### src/rtl/packet_switch_pkg.sv
// Shared types and defaults for the packet switch blocks.
// Holds the debug counter poller state encoding and its default sizing constants.
package packet_switch_pkg;

    typedef enum logic [2:0] {
        IDLE,
        ISSUE,
        WAIT_RSP,
        EMIT,
        GAP
    } dbg_poller_state_t;

    localparam int DBG_POLL_NUM_REGS = 8;
    localparam int DBG_POLL_TIMEOUT  = 64;

endpackage

### src/rtl/packet_switch_dbg_poller.sv
// Periodically sweeps a block of AVMM counter registers and streams per-register
// deltas (current minus previously read value) out on a valid/ready result port.
module packet_switch_dbg_poller
    import packet_switch_pkg::*;
#(
    parameter int ADDR_WIDTH = 8,
    parameter int DATA_WIDTH = 32,
    parameter int NUM_REGS   = DBG_POLL_NUM_REGS,
    parameter int BASE_ADDR  = 0,
    parameter int INTV_WIDTH = 16,
    parameter int TIMEOUT    = DBG_POLL_TIMEOUT
) (
    input  logic                    clk,
    input  logic                    rst,
    input  logic                    cfg_enable,
    input  logic [INTV_WIDTH-1:0]   cfg_interval,
    input  logic                    sweep_trigger,
    output logic [ADDR_WIDTH-1:0]   avmm_address,
    output logic                    avmm_read,
    input  logic [DATA_WIDTH-1:0]   avmm_readdata,
    input  logic                    avmm_readdatavalid,
    output logic                    res_tvalid,
    input  logic                    res_tready,
    output logic [DATA_WIDTH-1:0]   res_tdata,
    output logic [ADDR_WIDTH:0]     res_tuser,
    output logic                    res_tlast,
    output logic [31:0]             sweep_cnt,
    output logic                    timeout_err,
    output dbg_poller_state_t       state_dbg
);

    // Result port: res_tvalid rises only in EMIT and the payload is held in registers
    // until the cycle where res_tvalid && res_tready, so nothing here depends
    // combinationally on res_tready.

    localparam int IDX_W = (NUM_REGS > 1) ? $clog2(NUM_REGS) : 1;
    localparam int TO_W  = $clog2(TIMEOUT + 1);
    localparam logic [TO_W-1:0]       TO_LAST  = TO_W'(TIMEOUT - 1);
    localparam logic [ADDR_WIDTH-1:0] LAST_IDX = ADDR_WIDTH'(NUM_REGS - 1);
    localparam logic [ADDR_WIDTH-1:0] BASE     = ADDR_WIDTH'(BASE_ADDR);

    dbg_poller_state_t state, state_next;

    logic [ADDR_WIDTH-1:0] idx;
    logic [ADDR_WIDTH-1:0] idx_inc;
    logic [IDX_W-1:0]      pidx;
    logic [TO_W-1:0]       to_cnt;
    logic [INTV_WIDTH-1:0] gap_cnt;
    logic                  pending;
    logic [DATA_WIDTH-1:0] prev [NUM_REGS];

    logic start_sweep;
    logic rsp_ok;
    logic rsp_to;
    logic advance;
    logic finish;
    logic is_last;

    assign idx_inc    = idx + 1'b1;
    assign pidx       = idx[IDX_W-1:0];
    assign is_last    = (idx == LAST_IDX);
    assign avmm_read  = (state == ISSUE);
    assign res_tvalid = (state == EMIT);
    assign state_dbg  = state;

    always_comb begin
        state_next  = state;
        start_sweep = 1'b0;
        rsp_ok      = 1'b0;
        rsp_to      = 1'b0;
        advance     = 1'b0;
        finish      = 1'b0;
        case (state)
            IDLE: begin
                if (sweep_trigger || pending || (cfg_enable && gap_cnt == '0)) begin
                    start_sweep = 1'b1;
                    state_next  = ISSUE;
                end
            end
            ISSUE: state_next = WAIT_RSP;
            WAIT_RSP: begin
                if (avmm_readdatavalid) begin
                    rsp_ok     = 1'b1;
                    state_next = EMIT;
                end else if (to_cnt == TO_LAST) begin
                    rsp_to     = 1'b1;
                    state_next = EMIT;
                end
            end
            EMIT: begin
                if (res_tready) begin
                    if (is_last) begin
                        finish     = 1'b1;
                        state_next = GAP;
                    end else begin
                        advance    = 1'b1;
                        state_next = ISSUE;
                    end
                end
            end
            GAP:     state_next = IDLE;
            default: state_next = IDLE;
        endcase
    end

    always_ff @(posedge clk) begin
        if (!rst) begin
            state        <= IDLE;
            idx          <= '0;
            avmm_address <= '0;
            to_cnt       <= '0;
            gap_cnt      <= '0;
            pending      <= 1'b0;
            res_tdata    <= '0;
            res_tuser    <= '0;
            res_tlast    <= 1'b0;
            sweep_cnt    <= '0;
            timeout_err  <= 1'b0;
            for (int i = 0; i < NUM_REGS; i++) begin
                prev[i] <= '0;
            end
        end else begin
            state <= state_next;

            // The address register only moves when a new read is about to be issued,
            // so it stays put across WAIT_RSP and EMIT.
            if (start_sweep) begin
                idx          <= '0;
                avmm_address <= BASE;
            end else if (advance) begin
                idx          <= idx_inc;
                avmm_address <= BASE + idx_inc;
            end

            if (state == ISSUE) begin
                to_cnt <= '0;
            end else if (state == WAIT_RSP) begin
                to_cnt <= to_cnt + 1'b1;
            end

            // A trigger seen outside IDLE is remembered and bypasses the gap later.
            if (start_sweep) begin
                pending <= 1'b0;
            end else if (sweep_trigger) begin
                pending <= 1'b1;
            end

            if (state == GAP) begin
                gap_cnt <= cfg_interval;
            end else if (state == IDLE && gap_cnt != '0) begin
                gap_cnt <= gap_cnt - 1'b1;
            end

            if (rsp_ok) begin
                res_tdata  <= avmm_readdata - prev[pidx];
                res_tuser  <= {1'b0, idx};
                res_tlast  <= is_last;
                prev[pidx] <= avmm_readdata;
            end else if (rsp_to) begin
                res_tdata   <= '0;
                res_tuser   <= {1'b1, idx};
                res_tlast   <= is_last;
                timeout_err <= 1'b1;
            end

            if (finish) begin
                sweep_cnt <= sweep_cnt + 32'd1;
            end
        end
    end

endmodule
### config.mk
export PLATFORM = sky130hd
export DESIGN_NAME = packet_switch_dbg_poller
export DESIGN_NICKNAME = d
export VERILOG_FILES = /design/src/rtl/packet_switch_pkg.sv /design/src/rtl/packet_switch_dbg_poller.sv
export SDC_FILE = /design/constraint.sdc
export NUM_CORES = 1
export LEC_CHECK = 0
export CORE_AREA = 2 2 209 211
export CTS_CLUSTER_DIAMETER = 50
export CTS_CLUSTER_SIZE = 14
export DETAILED_ROUTE_END_ITERATION = 8
export DIE_AREA = 0 0 211 213
export SLEW_MARGIN = 15
export SYNTH_ARGS = -nofsm -noshare
export SYNTH_HDL_FRONTEND = slang
export SYNTH_SLANG_ARGS = --single-unit
### constraint.sdc
create_clock -name clk -period 14.3 [get_ports clk]
set_input_delay 4.29 -clock clk [delete_from_list [all_inputs] [get_ports clk]]
set_output_delay 4.29 -clock clk [all_outputs]
set_load 0.005 [all_outputs]
==> results.md, run 1 <==
- CTS Sinks: 369
- Synthesized flop and latch total: 369
- Class of the worst hold path: register to register
- PortBufs: 141
- Final Hold Violating Endpoints: 0
- Worst-Skew Late Latency: 0.56 ns
- First-pass iteration count of the detailed router: 5
- Reg clk slew, reported paths: 0.06 ns
- Simple-gate area share of the yosys netlist: 19.2%
- Crit path capture type: register
- Asr flop ratio synth: 0%
- Setup crit end: prev[4][17]$_SDFFCE_PN0P_
- Final GP Congestion: 0.845
- Largest net degree at the start of global routing: 90
- Post-Route WL: 46400 µm
- Core area: 42700 µm²
- Post-synth EDFFs: 256
- Post-CTS setup buffers: 0
- Row Count: 76
- Post-synthesis cell area: 18100 µm²
- Setup TNS Final: 0 ns
- Cell depth of the worst flop-to-flop path: 11
- # diodes: 0
- Ys Warns: 0
- Via count: 12300
- Total GRT Usage: 21.0%
- Post-Syn Instances: 1534
- Leakage: 7.70 nW
- Largest family of logic cells by synthesized area: simple AND/OR/NAND/NOR gates
- CTS Root Cell: clkbuf_16
- Most common cell after layout, fill and taps aside: and2_1
- WL per Instance: 20.8 µm
- Commonest non-fill, non-tap cells in the layout: and2_1 (289), edfxtp_1 (256), clkdlybuf4s50_1 (140)
- Skew final: 0.0166 ns
- PnR worst setup slack: 6.78 ns
- FMAX: 133 MHz
- Peak supply drop: 0.0870 mV
- Drt first-iter violations: 834
- Num CTS Buffers: 42
- Residual DRC: 0
- First-pass GRT wire length: 72200 µm
- Final setup viols: 0
- Drt via density: 5.53
- Io pins: 142
- Critical path arrival: 7.69 ns
- Post-CTS Resized: 0
- Slew HR: 24.7%
- Crit path max fanout: 89
- Synthesis-to-finish area growth: 18.7%
- CP Class: input port to register
- Main flop type after synthesis: edfxtp_1
- Chip width: 211 µm
- Crit path launch: rst
- WP data required: 14.47 ns
- Post-Synth XOR/XNOR Area: 2.70%
- Total global routing overflow: 0
- H-tree depth: 2
- Final worst path period need: 7.52 ns
- CTS tree: yes
- Outcome: completed
- Cell area power density: 129 nW/µm²
- Unique cell type count in the Yosys netlist: 66
- Layout Nets: 1750
- Starting Density: 42.5%
- Vias in the first global route: 12400
- Compound-gate portion of the synthesized area: 7.76%
- HPWL after DPL: 29700 µm
- Final period util: 52.6%
- RSZ-0062 raised after global routing: false
- Slew Limit Fails: 0
- Share of cells above drive strength 1: 10.9%
- Hold Buf Count CTS: 0
- Post-synthesis sequential area ratio: 54.8%
- Startpoint types: input port
- Max_cap viols: 0
- Mux contribution to synthesized area: 10.1%
- ANT nets after route: 0
- Initial antenna violation count: 0
- Avg Cell Area, Syn: 11.8 µm²
- Worst hold start: res_tdata[14]$_SDFFE_PN0P_
- Mapped Nets: 1633
- Adder-Cell Fraction of Synth Area: 3.14%
- Post-place setup slack: 6.19 ns
- Worst-Margin Slew: 1.13 ns
- Reg-to-Reg End: res_tdata[18]$_SDFFE_PN0P_
- Maximum root-to-sink buffer count: 3
- Worst reg2reg setup slack: 9.37 ns
- Die Y: 213 µm
- Die ar.: 44900 µm²
worst min-delay path by stage:
stage | to | slack [ns] | depth (start not counted)
global placement | res_tdata[14]$_SDFFE_PN0P_ | 0.44 | 2
global route | res_tdata[12]$_SDFFE_PN0P_ | 0.48 | 2
floorplan | pending$_SDFFE_PP0P_ | 0.44 | 2
finish | res_tdata[14]$_SDFFE_PN0P_ | 0.45 | 2
detailed placement | res_tdata[12]$_SDFFE_PN0P_ | 0.45 | 2
CTS | res_tdata[12]$_SDFFE_PN0P_ | 0.46 | 2
sequential cells by signal, summed over array words and instances (netlist names), named ones only:
name         count
sweep_cnt       32
res_tdata       32
res_tlast        1
timeout_err      1
res_tuser        9
idx              8
state_dbg        3
gap_cnt         16
pending          1
prev           256
to_cnt           7
kinds of logic (layout without fill, tap and decap cells):
group                      after synthesis  after routing
xor gates and xnor gates                56             56
DFF                                    369            369
muxes                                  103            103
buffers and inverters                  109            256
adders and majority gates               45             45
and+or+nand+nor                        626            626
AOI/OAI and AO/OA                      226            226
final cells by class:
cell class	instances	area (µm²)
fillers	3803	21200
repair buffers	160	1550
inverters	22	82.6
clock inverters	28	251
flip-flops and latches	369	9960
multi-input cells	1056	7860
clock buffers	46	1150
well taps	546	683
layer usage:
| layer | share of wire [%] | wire [µm] | vias to the layer above | track usage [%] |
|---|---|---|---|---|
| met5 | 0 | 0 | - | 0 |
| met4 | 2.0 | 924 | 0 | 6.00 |
| met3 | 5.2 | 2390 | 62 | 3.72 |
| met2 | 49 | 22600 | 296 | 35.4 |
| met1 | 44 | 20500 | 6121 | 27.8 |
| li1 | - | - | 5827 | - |
Yosys cell counts (all sizes together), types with 10 or more instances:
cell / n / area share (%)
and2: 289 / 10
nand2: 108 / 2.2
xor2: 27 / 1.3
dfxtp: 113 / 12
buf: 14 / 0.34
nor3: 34 / 1.0
mux2i: 38 / 2.1
nand3: 26 / 0.74
or3: 14 / 0.48
inv: 20 / 0.41
nor4: 17 / 0.66
edfxtp: 256 / 42
nand2b: 10 / 0.34
a21oi: 61 / 1.7
and3: 16 / 0.55
ha: 44 / 3.0
xnor2: 29 / 1.4
o22ai: 11 / 0.38
clkbuf: 73 / 1.5
o21ai: 72 / 2.0
mux4: 64 / 7.9
a21boi: 26 / 1.1
nor2: 69 / 1.4
nand4: 19 / 0.69
per-stage QoR:
stage	power [W]	instance area, µm²	std cells	hold WS, ns	utilization, %
2_1_floorplan	0.00155	18100	1534	0.436	-
3_3_place_gp	0.00169	20100	2153	0.445	47.2
3_5_place_dp	0.00170	20100	2153	0.449	47.2
4_1_cts	0.00280	21500	2227	0.464	50.4
5_1_grt	0.00289	21500	2227	0.480	50.4
6_report	0.00277	21500	2227	0.455	50.4
power by group:
part / internal, W / switching, W / total (W)
clock network: 0.000627 / 0.000465 / 0.00109
logic: 0.000178 / 0.000255 / 0.000432
registers: 0.00120 / 0.0000468 / 0.00125
total: 0.00200 / 0.000766 / 0.00277
critical path, stage by stage:
cell,delay [ns]
buf_2,0.08
buf_4,0.67
and2_1,0.60
nand2_1,0.56
nor3_2,0.25
buf_4,0.35
nand2b_2,0.83
Note: power is estimated with default switching activity, not from simulation.
==> inputs of run 2 (changes only) <==
Clock period 14.3 ns to 7.2 ns, I/O delays scaled along.
==> run 2 against run 1 <==
  * First-iteration DRC count rose by 22%
  * Combinational power rose by 97%
  * Clock power rose by 88%
  * Clock-buffer cell count rose by 4
  * Cell count did not move
  * Final area fell by 0.49%
  * Sequential power rose by 98%
  * Critical path depth did not move
  * Clock skew rose by 0.00080 ns
  * Wire length fell by 0.54%
  * Register-to-register slack got worse by 6.7 ns
  * Largest power group unchanged
  * Highest routed layer unchanged
==> results.md, run 2 (synthesized netlist as in run 1, its figures left out) <==
- HPWL after DPL: 30500 µm (+2.6%)
- Synthesis-to-finish area growth: 18.1%
- Startpoint types: input port
- Die ar.: 44900 µm² (unchanged)
- Max_cap viols: 0 (unchanged)
- Io pins: 142 (unchanged)
- Worst-Margin Slew: 1.11 ns (-0.0185 ns)
- First-pass iteration count of the detailed router: 5 (unchanged)
- Chip width: 211 µm (unchanged)
- Layout Nets: 1750 (unchanged)
- Share of cells above drive strength 1: 10.4% (-0.54 points)
- Die Y: 213 µm (unchanged)
- Final GP Congestion: 0.869 (+2.9%)
- Crit path largest cell delay: 0.80 ns (-0.03 ns)
- Area after DPL: 20100 µm² (about the same)
- Peak supply drop: 0.142 mV (+63%)
- Worst path buffer plus inverter count: 2 (-1)
- Worst path top cell family by delay: simple AND/OR/NAND/NOR gates
- Final Hold Violating Endpoints: 0 (unchanged)
- Biggest register: prev
- FMAX: 192 MHz
- Starting Density: 42.5% (unchanged)
- CTS Root Cell: clkbuf_16
- Non-filler cells, final: 2227 (unchanged)
- Setup TNS Final: 0 ns (unchanged)
- ANT nets after route: 0 (unchanged)
- Critical path depth: 7 (unchanged)
- Reg-to-Reg End: res_tdata[27]$_SDFFE_PN0P_
- Skew final: 0.0174 ns (+0.000800 ns)
- Row Count: 76 (unchanged)
- Drt via density: 5.48 (-0.79%)
- # placed instances: 2154 (+0.046%)
- PortBufs: 141 (unchanged)
- Reg clk slew, reported paths: 0.06 ns (about the same)
- Final period util: 72.2%
- Via count: 12200 (-0.79%)
- Crit path capture type: register
- Core area: 42700 µm² (unchanged)
- Post-CTS setup buffers: 0 (unchanged)
- CTS Sinks: 369 (unchanged)
- Slew HR: 26.0% (+1.2 points)
- Leakage: 7.63 nW (-0.86%)
- Post-CTS Resized: 0 (unchanged)
- Final worst path period need: 5.20 ns
- Num CTS Buffers: 41 (-2.4%)
- CP Class: input port to register
- Vias in the first global route: 12300 (-0.64%)
- Final Util: 50.2% (-0.25 points)
- Fin area: 21400 µm² (-0.49%)
- WP data required: 7.36 ns (-7.11 ns)
- Crit path max fanout: 32 (-64%)
- Hold slack: 0.460 ns (+0.00536 ns)
- Slowest cell on the critical path: nand2b_2
- Post-Route WL: 46200 µm (-0.54%)
- Worst-Skew Late Latency: 0.55 ns (about the same)
- Class of the worst hold path: register to register
- # diodes: 0 (unchanged)
- CTS tree: yes
- Hold Buf Count CTS: 0 (unchanged)
- Hold Path Depth: 2 (unchanged)
- Critical path arrival: 5.36 ns (-2.33 ns)
- RSZ-0062 raised after global routing: false
- Worst hold start: res_tdata[24]$_SDFFE_PN0P_
- Maximum root-to-sink buffer count: 3 (unchanged)
- Most common cell after layout, fill and taps aside: and2_1
- H-tree depth: 2 (unchanged)
- Drt first-iter violations: 1018 (+22%)
- Initial antenna violation count: 0 (unchanged)
- First-pass GRT wire length: 71200 µm (-1.4%)
- Outcome: completed
- Critical path cell sequence: clkdlybuf4s50_1, and3_1, and2_1, nand2_1, nor3_2, buf_4, nand2b_2
- Biggest regs: prev: 256 flops, res_tdata: 32 flops, sweep_cnt: 32 flops
- Cell depth of the worst flop-to-flop path: 10 (-1)
- Max reg flops: 256 (unchanged)
- Final setup viols: 0 (unchanged)
- Slew Limit Fails: 0 (unchanged)
- Largest net degree at the start of global routing: 89 (-1.1%)
- Total global routing overflow: 0 (unchanged)
- Total GRT Usage: 20.7% (-0.25 points)
- WL per Instance: 20.7 µm (-0.54%)
- Residual DRC: 0 (unchanged)
- Cell area power density: 251 nW/µm² (+95%)
- Commonest non-fill, non-tap cells in the layout: and2_1 (289), edfxtp_1 (256), clkdlybuf4s50_1 (140)
- Hold Path End: res_tdata[24]$_SDFFE_PN0P_
- Worst reg2reg setup slack: 2.70 ns (-6.67 ns)
-- run 2: cell types whose count changed in the layout (fill, tap and decap cells not counted), moves of 2 or more --
cell	before	now
clkbuf_16	46	41
clkinv_4	3	1
clkinv_2	5	0
inv_6	3	6
inv_8	4	1
clkbuf_1	0	9
-- run 2: cell type report --
class | instances | area (µm²)
fillers | 3792 | 21300
flip-flops and latches | 369 | 9960
multi-input cells | 1056 | 7860
repair buffers | 161 | 1560
clock buffers | 50 | 1060
well taps | 546 | 683
clock inverters | 23 | 229
inverters | 22 | 82.6
-- run 2: how the worst max path moves through the flow --
stage	slack, ns	startpoint	end
after global placement	1.47	avmm_readdatavalid	prev[4][18]$_SDFFCE_PN0P_
final	2.00	avmm_readdatavalid	prev[4][19]$_SDFFCE_PN0P_
after detailed placement	1.41	avmm_readdatavalid	prev[4][18]$_SDFFCE_PN0P_
after CTS	1.96	avmm_readdatavalid	prev[4][19]$_SDFFCE_PN0P_
after floorplan	1.56	rst	prev[5][0]$_SDFFCE_PN0P_
after global routing	1.70	avmm_readdatavalid	prev[4][19]$_SDFFCE_PN0P_
-- run 2: worst reg2reg max path, cell delays in order (launching register included) --
cell and delay, ns:
dfxtp_4 0.97, buf_4 0.60, mux4_2 0.58, mux2i_1 0.32, ha_1 0.24, nand2_1 0.08, a311oi_1 0.45, o21bai_1 0.24
o31ai_1 0.62, mux2i_1 0.25, nand2_1 0.06
-- run 2: per-stage QoR --
stage,setup slack (ns),power (W)
6_report,2.00,0.00538
5_1_grt,1.70,0.00562
4_1_cts,1.96,0.00543
3_5_place_dp,1.41,0.00338
3_3_place_gp,1.47,0.00336
2_1_floorplan,1.56,0.00308
-- run 2: metal layers --
metal	wire length, µm	global-route usage (%)	vias up
met2	22100	34.4	305
met3	2250	3.31	61
met5	0	0	-
met1	20700	28.0	6015
li1	-	-	5828
met4	1120	6.34	0
-- run 2: power by group --
part | leakage [nW] | switching, W | internal (W)
clock network | 0.610 | 0.000880 | 0.00117
registers | 3.56 | 0.0000970 | 0.00238
logic | 3.46 | 0.000500 | 0.000353
total | 7.63 | 0.00148 | 0.00391
==> inputs of run 3 (changes only) <==
Clock period 7.2 ns to 4.6 ns, I/O delays scaled along.
==> run 3 against run 2 <==
  * Global-route usage up 1.4 points
  * Worst hold slack got worse by 0.0079 ns
  * First-iteration DRC count grew 3.3%
  * Sequential cell count stayed put
  * Critical path type is now register to register
  * Sequential power up 56%
  * Clock power up 73%
  * Highest routed layer unchanged
==> results.md, run 3 (synthesized netlist as in run 1, its figures left out) <==
- Final setup viols: 0 (unchanged)
- Core area: 42700 µm² (unchanged)
- Worst reg2reg setup slack: 0.67 ns (-2.03 ns)
- Critical path arrival: 4.38 ns (-0.98 ns)
- Synthesis-to-finish area growth: 20.7%
- Die Y: 213 µm (unchanged)
- Class of the worst hold path: register to register
- Crit path capture type: register
- Slew HR: 27.6% (+1.7 points)
- Via count: 12500 (+2.4%)
- First-pass iteration count of the detailed router: 5 (unchanged)
- First-pass GRT wire length: 75200 µm (+5.6%)
- Most common cell after layout, fill and taps aside: and2_1
- Clock share of power: 40.4% (+2.3 points)
- Leakage: 7.89 nW (+3.3%)
- Net switching power figure: 0.00241 W (+63%)
- ANT nets after route: 0 (unchanged)
- CTS tree: yes
- Area after DPL: 20400 µm² (+1.4%)
- Final total power: 0.00880 W (+63%)
- Final period util: 85.4%
- # fillers: 3707 (-2.2%)
- Drt via density: 5.53 (+0.90%)
- # diodes: 0 (unchanged)
- Biggest regs: prev: 256 flops, res_tdata: 32 flops, sweep_cnt: 32 flops
- Worst hold start: res_tdata[11]$_SDFFE_PN0P_
- Comb power frac: 15.6% (-0.2 points)
- Hold Buf Count CTS: 0 (unchanged)
- Sw frac: 27.4% (-0.062 points)
- Starting Density: 42.5% (unchanged)
- Layout Nets: 1779 (+1.7%)
- Drt first-iter violations: 1052 (+3.3%)
- Io pins: 142 (unchanged)
- Total global routing overflow: 0 (unchanged)
- RSZ-0062 raised after global routing: false
- Vias in the first global route: 12700 (+2.7%)
- Slew Limit Fails: 0 (unchanged)
- Total GRT Usage: 22.1% (+1.4 points)
- Cell area power density: 402 nW/µm² (+60%)
- Maximum root-to-sink buffer count: 3 (unchanged)
- CTS Sinks: 369 (unchanged)
- Chip width: 211 µm (unchanged)
- Final worst path period need: 3.93 ns
- Peak supply drop: 0.234 mV (+65%)
- HPWL after DPL: 32200 µm (+5.5%)
- Initial antenna violation count: 0 (unchanged)
- Row Count: 76 (unchanged)
- CTS Root Cell: clkbuf_16
- Outcome: completed
- WL per Instance: 21.6 µm (+4.2%)
- Biggest register: prev
- Fin area: 21900 µm² (+2.2%)
- FMAX: 254 MHz
- Worst-Margin Slew: 1.08 ns (-0.0275 ns)
- Die ar.: 44900 µm² (unchanged)
- Reg clk slew, reported paths: 0.07 ns (about the same)
- Post-CTS Resized: 0 (unchanged)
- WP data required: 5.05 ns (-2.31 ns)
- Num CTS Buffers: 43 (+4.9%)
- Residual DRC: 0 (unchanged)
- Max reg flops: 256 (unchanged)
- Post-Route WL: 48800 µm (+5.7%)
- Final Hold Violating Endpoints: 0 (unchanged)
- Share of cells above drive strength 1: 12.6% (+2.2 points)
- Internal power: 0.00639 W (+63%)
- PortBufs: 141 (unchanged)
- Flop pwr share: 44.0% (-2.1 points)
- Largest net degree at the start of global routing: 78 (-12%)
- H-tree depth: 2 (unchanged)
- Post-CTS setup buffers: 0 (unchanged)
- Final GP Congestion: 0.872 (+0.26%)
- Commonest non-fill, non-tap cells in the layout: and2_1 (289), edfxtp_1 (256), clkdlybuf4s50_1 (140)
- CP Class: register to register
- Crit path max fanout: 23 (-28%)
- Max_cap viols: 0 (unchanged)
- Worst-Skew Late Latency: 0.57 ns (+0.02 ns)
- Skew final: 0.0284 ns (+0.0110 ns)
- Startpoint types: register
## run 3: cell types whose count changed in the layout (fill, tap and decap cells not counted), moves of 3 or more
cell	previous run	this run
clkinv_1	8	4
bufinv_16	3	6
clkinv_2	0	4
buf_12	0	7
buf_4	20	40
inv_6	6	9
clkbuf_1	9	4
## run 3: worst paths after layout
check / cells after the start / endpoint
setup reg to reg: 10 / res_tdata[31]$_SDFFE_PN0P_
hold reg to reg: 2 / res_tdata[11]$_SDFFE_PN0P_
hold / removal: 2 / res_tdata[11]$_SDFFE_PN0P_
setup / recovery: 10 / res_tdata[31]$_SDFFE_PN0P_
## run 3: worst max-delay path, stage by stage, from the launching register on
cell and delay [ns]:
dfxtp_4 0.69, buf_4 0.49, mux4_2 0.57, mux2i_1 0.23, ha_1 0.37, nand2_1 0.10, nor3_1 0.56, nand4_1 0.15
o21ai_0 0.35, nor3_1 0.10, nand3b_1 0.16
## run 3: power groups by stage
stage                     Combinational, W  Sequential, W  Clock [W]
final                              0.00137        0.00387    0.00355
after global routing               0.00153        0.00390    0.00376
after CTS                          0.00137        0.00387    0.00362
after detailed placement           0.00137        0.00394          0
after global placement             0.00135        0.00393          0
after floorplan                   0.000927        0.00389          0
## run 3: cell type report
class | count | area (µm²) | share of cell area [%]
multi-input cells | 1056 | 7860 | 35.9
inverters | 22 | 82.6 | 0.377
well taps | 546 | 683 | 3.12
repair buffers | 188 | 1850 | 8.43
clock inverters | 31 | 382 | 1.74
clock buffers | 47 | 1090 | 4.98
flip-flops and latches | 369 | 9960 | 45.5
## run 3: stage by stage
stage | util, % | TNS, ns | cells | worst slack, ns | hold WS, ns
2_1_floorplan | - | -18.97 | 1534 | -0.265 | 0.436
3_3_place_gp | 47.9 | 0 | 2181 | 0.318 | 0.438
3_5_place_dp | 47.9 | 0 | 2181 | 0.216 | 0.444
4_1_cts | 51.3 | 0 | 2259 | 0.658 | 0.459
5_1_grt | 51.3 | 0 | 2259 | 0.350 | 0.494
6_report | 51.3 | 0 | 2259 | 0.671 | 0.452
## run 3: routing by layer
metal  track usage, %  vias to the layer above  wire length, µm
met5                0                        -                0
met4             6.39                        0             1060
li1                 -                     5899                -
met1             30.3                     6201            22000
met2             36.2                      330            23100
met3             3.90                       66             2660
